===== config.mk =====
export PLATFORM = sky130hd
export DESIGN_NAME = pe_disable_pipe
export DESIGN_NICKNAME = d
export VERILOG_FILES = /design/src/rtl/pe_dis_pkg.sv /design/src/rtl/pe_dis_lane.sv /design/src/rtl/pe_disable_pipe.sv
export SDC_FILE = /design/constraint.sdc
export NUM_CORES = 1
export LEC_CHECK = 0
export CORE_MARGIN = 4
export CORE_UTILIZATION = 40
export DETAILED_ROUTE_END_ITERATION = 6
export PLACE_DENSITY = 0.77
export SYNTH_ARGS = -nofsm -noshare
export SYNTH_HDL_FRONTEND = slang
export SYNTH_HIERARCHICAL = 1
export SYNTH_SLANG_ARGS = --single-unit

===== constraint.sdc =====
create_clock -name clk -period 3.5 [get_ports clk]
set_input_delay 0.7 -clock clk [delete_from_list [all_inputs] [get_ports clk]]
set_output_delay 0.7 -clock clk [all_outputs]
set_load 0.02 [all_outputs]

===== src/rtl/pe_dis_pkg.sv =====
// Shared constants and helpers for the PE zero-skip disable pipeline.
package pe_dis_pkg;

   localparam int DIS_PSUM = 0;
   localparam int DIS_MULT = 1;
   localparam int DIS_IACT = 2;
   localparam int DIS_FILT = 3;

   localparam int         DIS_N_OUT_DEF = 4;
   localparam logic [7:0] RST_TAPS_DEF  = {2'd0, 2'd0, 2'd1, 2'd2};

   // Out-of-range tap requests saturate to the deepest stage.
   function automatic int unsigned clamp_tap(input int unsigned tap, input int unsigned depth);
      return (tap >= depth) ? depth - 1 : tap;
   endfunction

endpackage


===== src/rtl/pe_dis_lane.sv =====
// One lane: DEPTH-bit flag shift register with stall/flush and an N_OUT-way tap mux.
module pe_dis_lane
   import pe_dis_pkg::*;
#(
   parameter int DEPTH = 4,
   parameter int N_OUT = 4,
   parameter int TAPW  = 2
) (
   input  logic                    clk,
   input  logic                    rstn,
   input  logic                    en,
   input  logic                    clear,
   input  logic                    flag_in,
   input  logic [N_OUT*TAPW-1:0]   taps,
   output logic [N_OUT-1:0]        dis,
   output logic                    busy
);

   logic [DEPTH-1:0] stage_q;
   logic [DEPTH-1:0] stage_d;

   always_comb begin
      stage_d = stage_q;
      if (clear) begin
         stage_d = '0;
      end else if (en) begin
         stage_d[0] = flag_in;
         for (int i = 1; i < DEPTH; i++) begin
            stage_d[i] = stage_q[i-1];
         end
      end
   end

   always_ff @(posedge clk) begin
      if (!rstn) begin
         stage_q <= '0;
      end else begin
         stage_q <= stage_d;
      end
   end

   // Pure flop mux: a tap value with no matching stage reads as 0.
   always_comb begin
      dis = '0;
      for (int o = 0; o < N_OUT; o++) begin
         for (int i = 0; i < DEPTH; i++) begin
            if (taps[o*TAPW +: TAPW] == TAPW'(i)) begin
               dis[o] = stage_q[i];
            end
         end
      end
   end

   assign busy = |stage_q;

endmodule


===== src/rtl/pe_disable_pipe.sv =====
// Per-lane zero-skip disable generator: delays skip flags onto per-stage disable strobes.
module pe_disable_pipe
   import pe_dis_pkg::*;
#(
   parameter int                     LANES    = 1,
   parameter int                     DEPTH    = 4,
   parameter int                     N_OUT    = DIS_N_OUT_DEF,
   parameter int                     TAPW     = (DEPTH > 1) ? $clog2(DEPTH) : 1,
   parameter logic [N_OUT*TAPW-1:0]  RST_TAPS = (N_OUT*TAPW)'(RST_TAPS_DEF),
   parameter int                     CNTW     = 16,
   localparam int                    IDXW     = (N_OUT > 1) ? $clog2(N_OUT) : 1
) (
   input  logic                     clk,
   input  logic                     rstn,
   input  logic                     en,
   input  logic                     clear,
   input  logic [LANES-1:0]         flag_in,
   input  logic                     cfg_we,
   input  logic [IDXW-1:0]          cfg_idx,
   input  logic [TAPW-1:0]          cfg_tap,
   output logic [LANES*N_OUT-1:0]   dis,
   output logic                     busy,
   output logic [CNTW-1:0]          skip_cnt
);

   logic [N_OUT*TAPW-1:0] tap_q;
   logic [N_OUT*TAPW-1:0] tap_d;
   logic [CNTW-1:0]       skip_cnt_q;
   logic [CNTW-1:0]       skip_cnt_d;
   logic [LANES-1:0]      lane_busy;

   // Tap writes are accepted under clear and stall alike.
   always_comb begin
      tap_d = tap_q;
      if (cfg_we && (32'(cfg_idx) < N_OUT)) begin
         tap_d[cfg_idx*TAPW +: TAPW] = TAPW'(clamp_tap(32'(cfg_tap), DEPTH));
      end
   end

   always_comb begin
      skip_cnt_d = skip_cnt_q;
      if (clear) begin
         skip_cnt_d = '0;
      end else if (en && (|flag_in) && (skip_cnt_q != '1)) begin
         skip_cnt_d = skip_cnt_q + 1'b1;
      end
   end

   always_ff @(posedge clk) begin
      if (!rstn) begin
         tap_q      <= RST_TAPS;
         skip_cnt_q <= '0;
      end else begin
         tap_q      <= tap_d;
         skip_cnt_q <= skip_cnt_d;
      end
   end

   for (genvar l = 0; l < LANES; l++) begin : g_lane
      pe_dis_lane #(
         .DEPTH (DEPTH),
         .N_OUT (N_OUT),
         .TAPW  (TAPW)
      ) u_lane (
         .clk     (clk),
         .rstn    (rstn),
         .en      (en),
         .clear   (clear),
         .flag_in (flag_in[l]),
         .taps    (tap_q),
         .dis     (dis[l*N_OUT +: N_OUT]),
         .busy    (lane_busy[l])
      );
   end

   assign busy     = |lane_busy;
   assign skip_cnt = skip_cnt_q;

endmodule


* Word-level counts from Yosys, hierarchy flattened
Cells that the tools add are included.
Storage, ports and cells: flip-flop bits (word level) 28, bits in latches 0, bits in writable memories 0, memory bits (read-only) 0, bits of input ports 10, output and inout bits 21, word-level logic and storage cells 46, memories kept 0
Operators by class: $add $sub $neg 2, multiply operators 0, divide/modulo/power cells 0, $lt $le $gt $ge 0, equal/unequal tests 13, shift-type cells 2, mux-type cells 17, bitwise operators 1, reduce and logical (&&, ||, !) cells 8
Operators by type and width (number):
- 3-bit negator with 34-bit output | 1
- 2-bit by 34-bit variable shift with 8-bit output (first input constant) | 1
- 2-bit by 34-bit indexed part select with 8-bit output | 1
- 16-bit by 1-bit adder with 16-bit output (second input constant) | 1
- 2-bit == test (second input constant) | 8
- 1-bit 2-to-1 mux | 16
- 16-bit inequality test (second input constant) | 1
- 8-bit bitwise mux | 1
- 2-bit by 1-bit == test with 1-bit output (second input constant) | 4
- 2-bit logical NOT | 4
- 4-bit OR reduction | 1
- 1-bit logical AND | 2
- 2-bit OR reduction | 1
- 1-bit inverter | 1

* Longest topological paths before layout
Gate-level depths: netlist of the first run.
depth in word-level cells 5, gate-level depth with buffers 6, mapped depth without buffers 6

* Modules after synthesis
Netlist of the first run, hierarchy kept.
Modules (own cells, without submodules):
- pe_disable_pipe | instances 1, cells each 143, area an instance 1227.4 µm², sequential area each 480.5 µm²
- pe_dis_lane | instances 1, cells each 19, area an instance 259.0 µm², sequential area each 80.1 µm²

* Worst setup path before layout of the first run
Ideal clock, no wire load.
path type input-to-reg, from input en, to register skip_cnt_q[15] (netlist: skip_cnt[15]), library setup time 70 ps, arrival time 1928 ps, data required time 3430 ps, slack 1503 ps, stages 5, buffers on the path 1, cells stage by stage nand4_1 > or4_1 > clkbuf_2 > or4_1 > a21oi_1
On the way: cells in the longest elaborated chain, start to end 2
Ends and longest elaborated chain:
- from (decl) | RTL line pe_disable_pipe.sv:15 | input logic en,
- 1-bit logical AND (2 in a row) | RTL line pe_disable_pipe.sv:44 | end else if (en && (|flag_in) && (skip_cnt_q != '1)) begin
- to (signal assigned) | RTL line pe_disable_pipe.sv:55 | skip_cnt_q <= skip_cnt_d;
- to (decl) | RTL line pe_disable_pipe.sv:28 | logic [CNTW-1:0] skip_cnt_q;
No other way between the ends. A chain may end at the register's enable or synchronous reset.

* Worst setup path after layout of the first run
from input en, to register skip_cnt_q[13] (netlist: skip_cnt[13])
Same word-level chain as after synthesis.

==> results of run 1 <==
## where the power goes
part | leakage (nW) | internal, mW | total, mW | switching (mW)
logic | 0.415 | 0.0226 | 0.0466 | 0.0239
clock network | 0.0357 | 0.153 | 0.254 | 0.101
registers | 0.226 | 0.321 | 0.324 | 0.00253
## per-stage QoR
step | setup WS (ns) | std cells | hold WS [ns] | power [mW] | utilization [%]
after floorplan | 1.503 | 162 | 0.4441 | 0.3563 | -
after global placement | 0.7192 | 235 | 0.4700 | 0.3769 | 52.67
after detailed placement | 0.6566 | 235 | 0.4773 | 0.3774 | 52.67
after CTS | 0.9229 | 239 | 0.4946 | 0.6293 | 54.73
after global routing | 0.8203 | 239 | 0.5162 | 0.6480 | 54.73
final | 0.9214 | 239 | 0.4956 | 0.6241 | 54.73
## worst max-delay path: stages
cell and delay, ns:
clkdlybuf4s50_1 0.69, nand4_1 0.20, or4_1 0.53, or4_1 0.49, a21oi_1 0.17
## state kept, by name (all words and copies together) (netlist names)
signal / count
skip_cnt: 16
tap_q: 8
g_lane.u_lane/stage_q: 4
## Yosys cell counts (4+ instances only)
library cell and number:
a21oi_1 9, a22oi_1 5, dfxtp_1 28, ha_1 6
inv_1 7, mux2i_1 5, mux4_1 4, nand2_1 13
nand3_1 9, nand4_1 4, nor2_1 8, nor2b_1 8
nor3_1 5, nor4_1 4, o21ai_0 6, o31ai_1 4
or4_1 6
## worst paths after layout
check	start	end	slack [ns]
max	en	skip_cnt[13]	0.92
min reg2reg	tap_q[1]	tap_q[1]	0.50
max reg2reg	skip_cnt[4]	skip_cnt[13]	1.49
min	tap_q[1]	tap_q[1]	0.50
## layout make-up
class                   instances  area (um2)
well taps                      46       57.56
multi-input cells             123       874.6
clock inverters                 1       30.03
clock buffers                   3       41.29
inverters                       7       26.28
repair buffers                 31       307.8
flip-flops and latches         28       560.5
fillers                       330        1570
## metal layers
metal  GRT usage [%]  up-vias  routed length [um]
met2           25.12       36                1576
met1           20.89      639                1569
met5               0        -                   0
li1                -      685                   -
met3           3.241        8                 172
met4           4.380        0                  70
## cells by family (layout without fill, tap and decap cells)
family	after synthesis	after routing	share of synthesized area, %
flip-flops	28	28	37.71
AO/OA/AOI/OAI	34	34	14.82
adder cells (fa/ha/maj)	6	6	5.050
AND/OR/NAND/NOR	74	74	28.54
buffers and inverters	11	42	3.451
multiplexers	9	9	10.44
==> flow_summary.toml, run 1 <==
[status]
status = "finished, final reports clean"

[power_and_ir_drop]
p_per_area_nw_per_um2 = 328.8
power.leakage_nw = 0.6763
peakVddDrop_v = 0.0002534

[timing]
slew_headroom_pct = 59.78
period_share_pct = 73.67
rsz0062_at_grt = "false"
hold_viol_final = 0
final.setup.tns_ns = 0
finalSetupViolCount = 0
tightest_slew_ns = 0.5987
clock_skew_ns = 0.002446
fmax_mhz = 387.8
drv_slew = 0
period_needed_ns = 2.579

[cts]
post_cts_buffers = 0
root_buffer = "clkbuf_8"
cts_buffers = 3
post_cts_resized = 0
cts_tree = "built"
clockBufferDepth = 2
cts_sinks = 28
holdBufCountCts = 0
clk_latency_ns = 0.27
path_clk_slew_ns = 0.09
h-tree-depth = 1

[drt]
drt_first_iter_violations = 106
avgRoutedWirePerCell_um = 14.18
wl_um = 3389
via_per_inst = 5.724
ant_nets = 0
num_vias = 1368
first_pass_iters = 4
drc = 0

[worst_setup_path]
arrival_ns = 2.78
end_kind = "flop"
reg2regPathDepth = 4
start_kind = "input port"
worstSetupPathType = "in -> reg"
crit_fanout = 9
worst_ep_required_time_ns = 3.70

[layout]
antenna_cells = 0
mostFrequentLayoutCells = "30 x clkdlybuf4s50_1, 28 x dfxtp_1, 13 x nand2_1, 9 x nand3_1, 9 x a21oi_1"
final_common_cell = "clkdlybuf4s50_1"
area_delta_synth_final_pct = 27.69
design_area_um2 = 1898
layout-drive-gt1-share_pct = 4.145
nNetsFinal = 210

[global_route]
grt_pass1_vias = 1300
overflow = 0
grt_pass1_wl_um = 5796
grt_use_total_pct = 15.56
antenna_found_initial = 0
grt_max_degree = 17

[synthesis]
netlist_instances = 162
synth_ff_type = "dfxtp_1"
ys_warn_count = 6
synthArstFlopShare_pct = 0
seq_area_frac_synth_pct = 37.71
synthesis.nets = 178
ys_top_cells_by_area = "dfxtp_1 38%, mux4_1 7.1%, ha_1 5.1%"
yosysTopAreaCell = "dfxtp_1"
synth_edf_count = 0
syn_avg_cell_area_um2 = 9.175
synth_seq_cells = 28
ys_types = 37
synth_area_um2 = 1486
yosysTopAreaCellShare_pct = 37.71

[worst_hold_path]
hold_depth = 2
hold_path_class = "reg -> reg"

[placement]
hpwl_um = 2418
gp_congestion = 0.7804
place_area_um2 = 1827
io_buffer_count = 30

[floorplanning]
chipWidth_um = 68.96
placementRows = 21
dieArea_um2 = 4755
pin_count = 31
die_height_um = 68.96
core_um2 = 3468
initial_utilization_pct = 42.86

[run]
maxCapViolCount = 0
(Power assumes the default switching activity.)
==> run 2, diff against run 1 <==
Clock period 3.5 ns to 2.7 ns, I/O delays scaled along.
==> flow_summary.toml, run 2 (synthesized netlist as in run 1, its figures left out) <==
[cts]
root_buffer = "clkbuf_8"
cts_tree = "built"
path_clk_slew_ns = 0.09
clk_latency_ns = 0.28
post_cts_buffers = 0
clockBufferDepth = 2
cts_buffers = 3
holdBufCountCts = 0
post_cts_resized = 0
cts_sinks = 28
h-tree-depth = 1

[timing]
whs_ns = 0.4915
period_share_pct = 85.21
finalSetupViolCount = 0
slew_headroom_pct = 68.86
tightest_slew_ns = 0.4622
final.setup.tns_ns = 0
drv_slew = 0
clock_skew_ns = 0.002632
fmax_mhz = 434.6
period_needed_ns = 2.301
rsz0062_at_grt = "false"
hold_viol_final = 0

[run]
maxCapViolCount = 0

[drt]
dr_wl_met2_um = 1734
via_per_inst = 5.638
num_vias = 1370
top_layer_used = "met4"
drt_first_iter_violations = 114
drt-met1-wl_um = 1639
ant_nets = 0
drc = 0
wl_um = 3544
met3WireLength_um = 152
first_pass_iters = 4
avgRoutedWirePerCell_um = 14.58

[floorplanning]
placementRows = 21
chipWidth_um = 68.96
die_height_um = 68.96
dieArea_um2 = 4755
pin_count = 31
initial_utilization_pct = 42.86
core_um2 = 3468

[power_and_ir_drop]
power.leakage_nw = 0.6958
p_per_area_nw_per_um2 = 423.2
peakVddDrop_v = 0.0003701
power_mw = 0.8159

[worst_hold_path]
hold_path_class = "reg -> reg"

[layout]
post-route-util_pct = 55.59
final_common_cell = "clkdlybuf4s50_1"
area_delta_synth_final_pct = 29.71
mostFrequentLayoutCells = "30 x clkdlybuf4s50_1, 28 x dfxtp_1, 13 x nand2_1, 9 x nand3_1, 9 x a21oi_1"
layout-drive-gt1-share_pct = 6.091
largest_reg_flops = 16
antenna_cells = 0
nNetsFinal = 214
instances_no_fill = 243
fill_cells = 336

[worst_setup_path]
crit_family = "multiplexers"
start_kind = "flop"
arrival_ns = 1.76
crit_fanout = 2
crit_chain = "mux4_1, clkdlybuf4s50_1"
max_stage_delay_ns = 0.56
worstSetupPathType = "reg -> out"
slowest_stage = "mux4_1"
end_kind = "primary output"
cp_num_buf_inv = 1
worst_ep_required_time_ns = 2.16

[status]
status = "finished, final reports clean"

[global_route]
grt_max_degree = 17
grt_use_total_pct = 16.18
grt_pass1_wl_um = 5954
overflow = 0
grt_pass1_vias = 1342
antenna_found_initial = 0

[placement]
place_inst = 239
io_buffer_count = 30
gp_congestion = 0.7878
hpwl_um = 2560
run 2: cell count changes in the layout (fill, tap and decap cells not counted):
cell | before | now
buf_4 | 1 | 5
run 2: worst paths after layout:
check,slack [ns],end,cells after the start,startpoint
worst max register to register,0.65,skip_cnt[13],4,skip_cnt[4]
worst min register to register,0.49,tap_q[2],2,tap_q[2]
worst max-delay path,0.40,dis[2],2,tap_q[4]
worst min-delay path,0.49,tap_q[2],2,tap_q[2]
run 2: worst reg2reg max path, delay by kind of cell (launching register included):
family / cells / cell delay [ns]
simple gates: 3 / 1.35
flops: 1 / 0.49
compound gates: 1 / 0.15
run 2: area by class of cell:
cell class | count | area, um2 | share of cell area [%]
inverter | 7 | 26.28 | 1.363
multi-input combinational | 123 | 874.6 | 45.36
clock inverter | 1 | 30.03 | 1.557
sequential | 28 | 560.5 | 29.07
tap | 46 | 57.56 | 2.985
clock buffer | 3 | 41.29 | 2.141
timing repair buffer | 35 | 337.8 | 17.52
run 2: through the flow:
stage | instance area, um2 | setup WS (ns)
finish | 1928 | 0.3993
detailed placement | 1857 | 0.2608
floorplan | 1486 | 0.7098
global placement | 1857 | 0.3240
global route | 1928 | 0.3419
CTS | 1928 | 0.3823
run 2: metal layers:
layer,global-route usage (%),vias up
met1,20.26,645
met2,28.10,30
met3,3.728,2
met5,0,-
li1,-,693
met4,3.650,0
run 2: power breakdown:
part | switching (mW) | leakage (nW) | internal (mW)
combinational | 0.0325 | 0.434 | 0.0320
sequential | 0.00324 | 0.226 | 0.416
clock | 0.133 | 0.0357 | 0.199
total | 0.169 | 0.696 | 0.647
==> run 3, diff against run 2 <==
Settings changed: PLACE_DENSITY 0.77 to 0.65.
==> flow_summary.toml, run 3 (synthesized netlist as in run 1, its figures left out) <==
[status]
status = "finished, final reports clean"

[timing]
finalSetupViolCount = 0
final.setup.tns_ns = 0
fmax_mhz = 439.7
hold_viol_final = 0
period_share_pct = 84.23
drv_slew = 0
period_needed_ns = 2.274
tightest_slew_ns = 0.4559
clock_skew_ns = 0.004112
rsz0062_at_grt = "false"
slew_headroom_pct = 69.32

[worst_setup_path]
end_kind = "primary output"
crit_chain = "or4_1, clkdlybuf4s50_1"
start_kind = "flop"
max_stage_delay_ns = 0.55
reg2reg_slack_ns = 0.69
r2r_start = "skip_cnt[4]"
crit_fanout = 7
worstSetupPathType = "reg -> out"
worst_ep_required_time_ns = 2.16
slowest_stage = "clkdlybuf4s50_1"
reg2regPathDepth = 4
arrival_ns = 1.73
rr_endpoint = "skip_cnt[15]"

[worst_hold_path]
hold_depth = 2
hold_path_class = "reg -> reg"
whs_endpoint = "skip_cnt[1]"
hold_start = "skip_cnt[1]"

[layout]
layout-drive-gt1-share_pct = 5.612
area_delta_synth_final_pct = 29.21
mostFrequentLayoutCells = "30 x clkdlybuf4s50_1, 28 x dfxtp_1, 13 x nand2_1, 9 x nand3_1, 9 x a21oi_1"
fill_cells = 321
final_common_cell = "clkdlybuf4s50_1"
antenna_cells = 0
seqCellArea_um2 = 560.5
largest_reg_flops = 16
multi_input_area_um2 = 874.6
post-route-util_pct = 55.38
nNetsFinal = 213

[cts]
clockBufferDepth = 2
h-tree-depth = 1
holdBufCountCts = 0
cts_sinks = 28
post_cts_resized = 0
path_clk_slew_ns = 0.09
post_cts_buffers = 0
cts_tree = "built"
root_buffer = "clkbuf_8"
cts_buffers = 3
clk_latency_ns = 0.27

[drt]
via_per_inst = 5.702
wl_um = 3642
met3WireLength_um = 153
dr_wl_met2_um = 1840
num_vias = 1380
first_pass_iters = 4
avgRoutedWirePerCell_um = 15.05
drt_first_iter_violations = 62
drt-met1-wl_um = 1610
ant_nets = 0
top_layer_used = "met4"
drc = 0

[floorplanning]
chipWidth_um = 68.96
core_um2 = 3468
placementRows = 21
die_height_um = 68.96
dieArea_um2 = 4755
pin_count = 31
initial_utilization_pct = 42.86

[global_route]
grt_use_total_pct = 16.35
grt_max_degree = 17
grt_pass1_wl_um = 6009
overflow = 0
grt_pass1_vias = 1363
antenna_found_initial = 0

[placement]
gp_congestion = 0.7953
io_buffer_count = 30
hpwl_um = 2711

[power_and_ir_drop]
p_per_area_nw_per_um2 = 420.2
power_mw = 0.8071
power.leakage_nw = 0.6910
peakVddDrop_v = 0.0002717

[run]
maxCapViolCount = 0
## run 3: worst max-delay path, delay by kind of cell, from the launching register on
family | cells | cell delay, ns
buffers and inverters | 1 | 0.55
and+or+nand+nor | 1 | 0.54
DFF | 1 | 0.37
## run 3: where the power goes
| group | leakage, nW | internal [mW] | switching [mW] |
|---|---|---|---|
| sequential | 0.226 | 0.416 | 0.00318 |
| combinational | 0.429 | 0.0312 | 0.0333 |
| clock | 0.0357 | 0.198 | 0.125 |
## run 3: how the worst max path moves through the flow
stage                                           start           end  slack, ns  depth (start not counted)
after floorplan                           skip_cnt[5]  skip_cnt[15]       0.71                          5
after global routing                          flag_in  skip_cnt[15]       0.31                          5
after global placement                        flag_in  skip_cnt[13]       0.25                          5
after detailed placement                      flag_in  skip_cnt[15]       0.15                          5
final                     g_lane[0].u_lane/stage_q[2]          busy       0.43                          2
after CTS                 g_lane[0].u_lane/stage_q[2]          busy       0.41                          2
## run 3: layout make-up
class / instances / area share [%]
Inverter: 7 / 1.368
Clock buffer: 3 / 2.150
Timing Repair Buffer: 34 / 17.20
Tap cell: 46 / 2.997
Sequential cell: 28 / 29.19
Clock inverter: 1 / 1.564
Multi-Input combinational cell: 123 / 45.54
## run 3: per-stage QoR
| stage | instances | hold slack (ns) | area (um2) | setup slack (ns) |
|---|---|---|---|---|
| finish | 242 | 0.5128 | 1921 | 0.4257 |
| global route | 242 | 0.5319 | 1921 | 0.3103 |
| CTS | 242 | 0.5098 | 1921 | 0.4100 |
| detailed placement | 238 | 0.4947 | 1849 | 0.1466 |
| global placement | 238 | 0.4643 | 1849 | 0.2518 |
| floorplan | 162 | 0.4441 | 1486 | 0.7098 |
## run 3: metal layers
layer  up-vias  global-route usage [%]
li1        691                       -
met1       638                   19.15
met2        47                   30.36
met3         4                   2.269
met4         0                   5.109
met5         -                       0
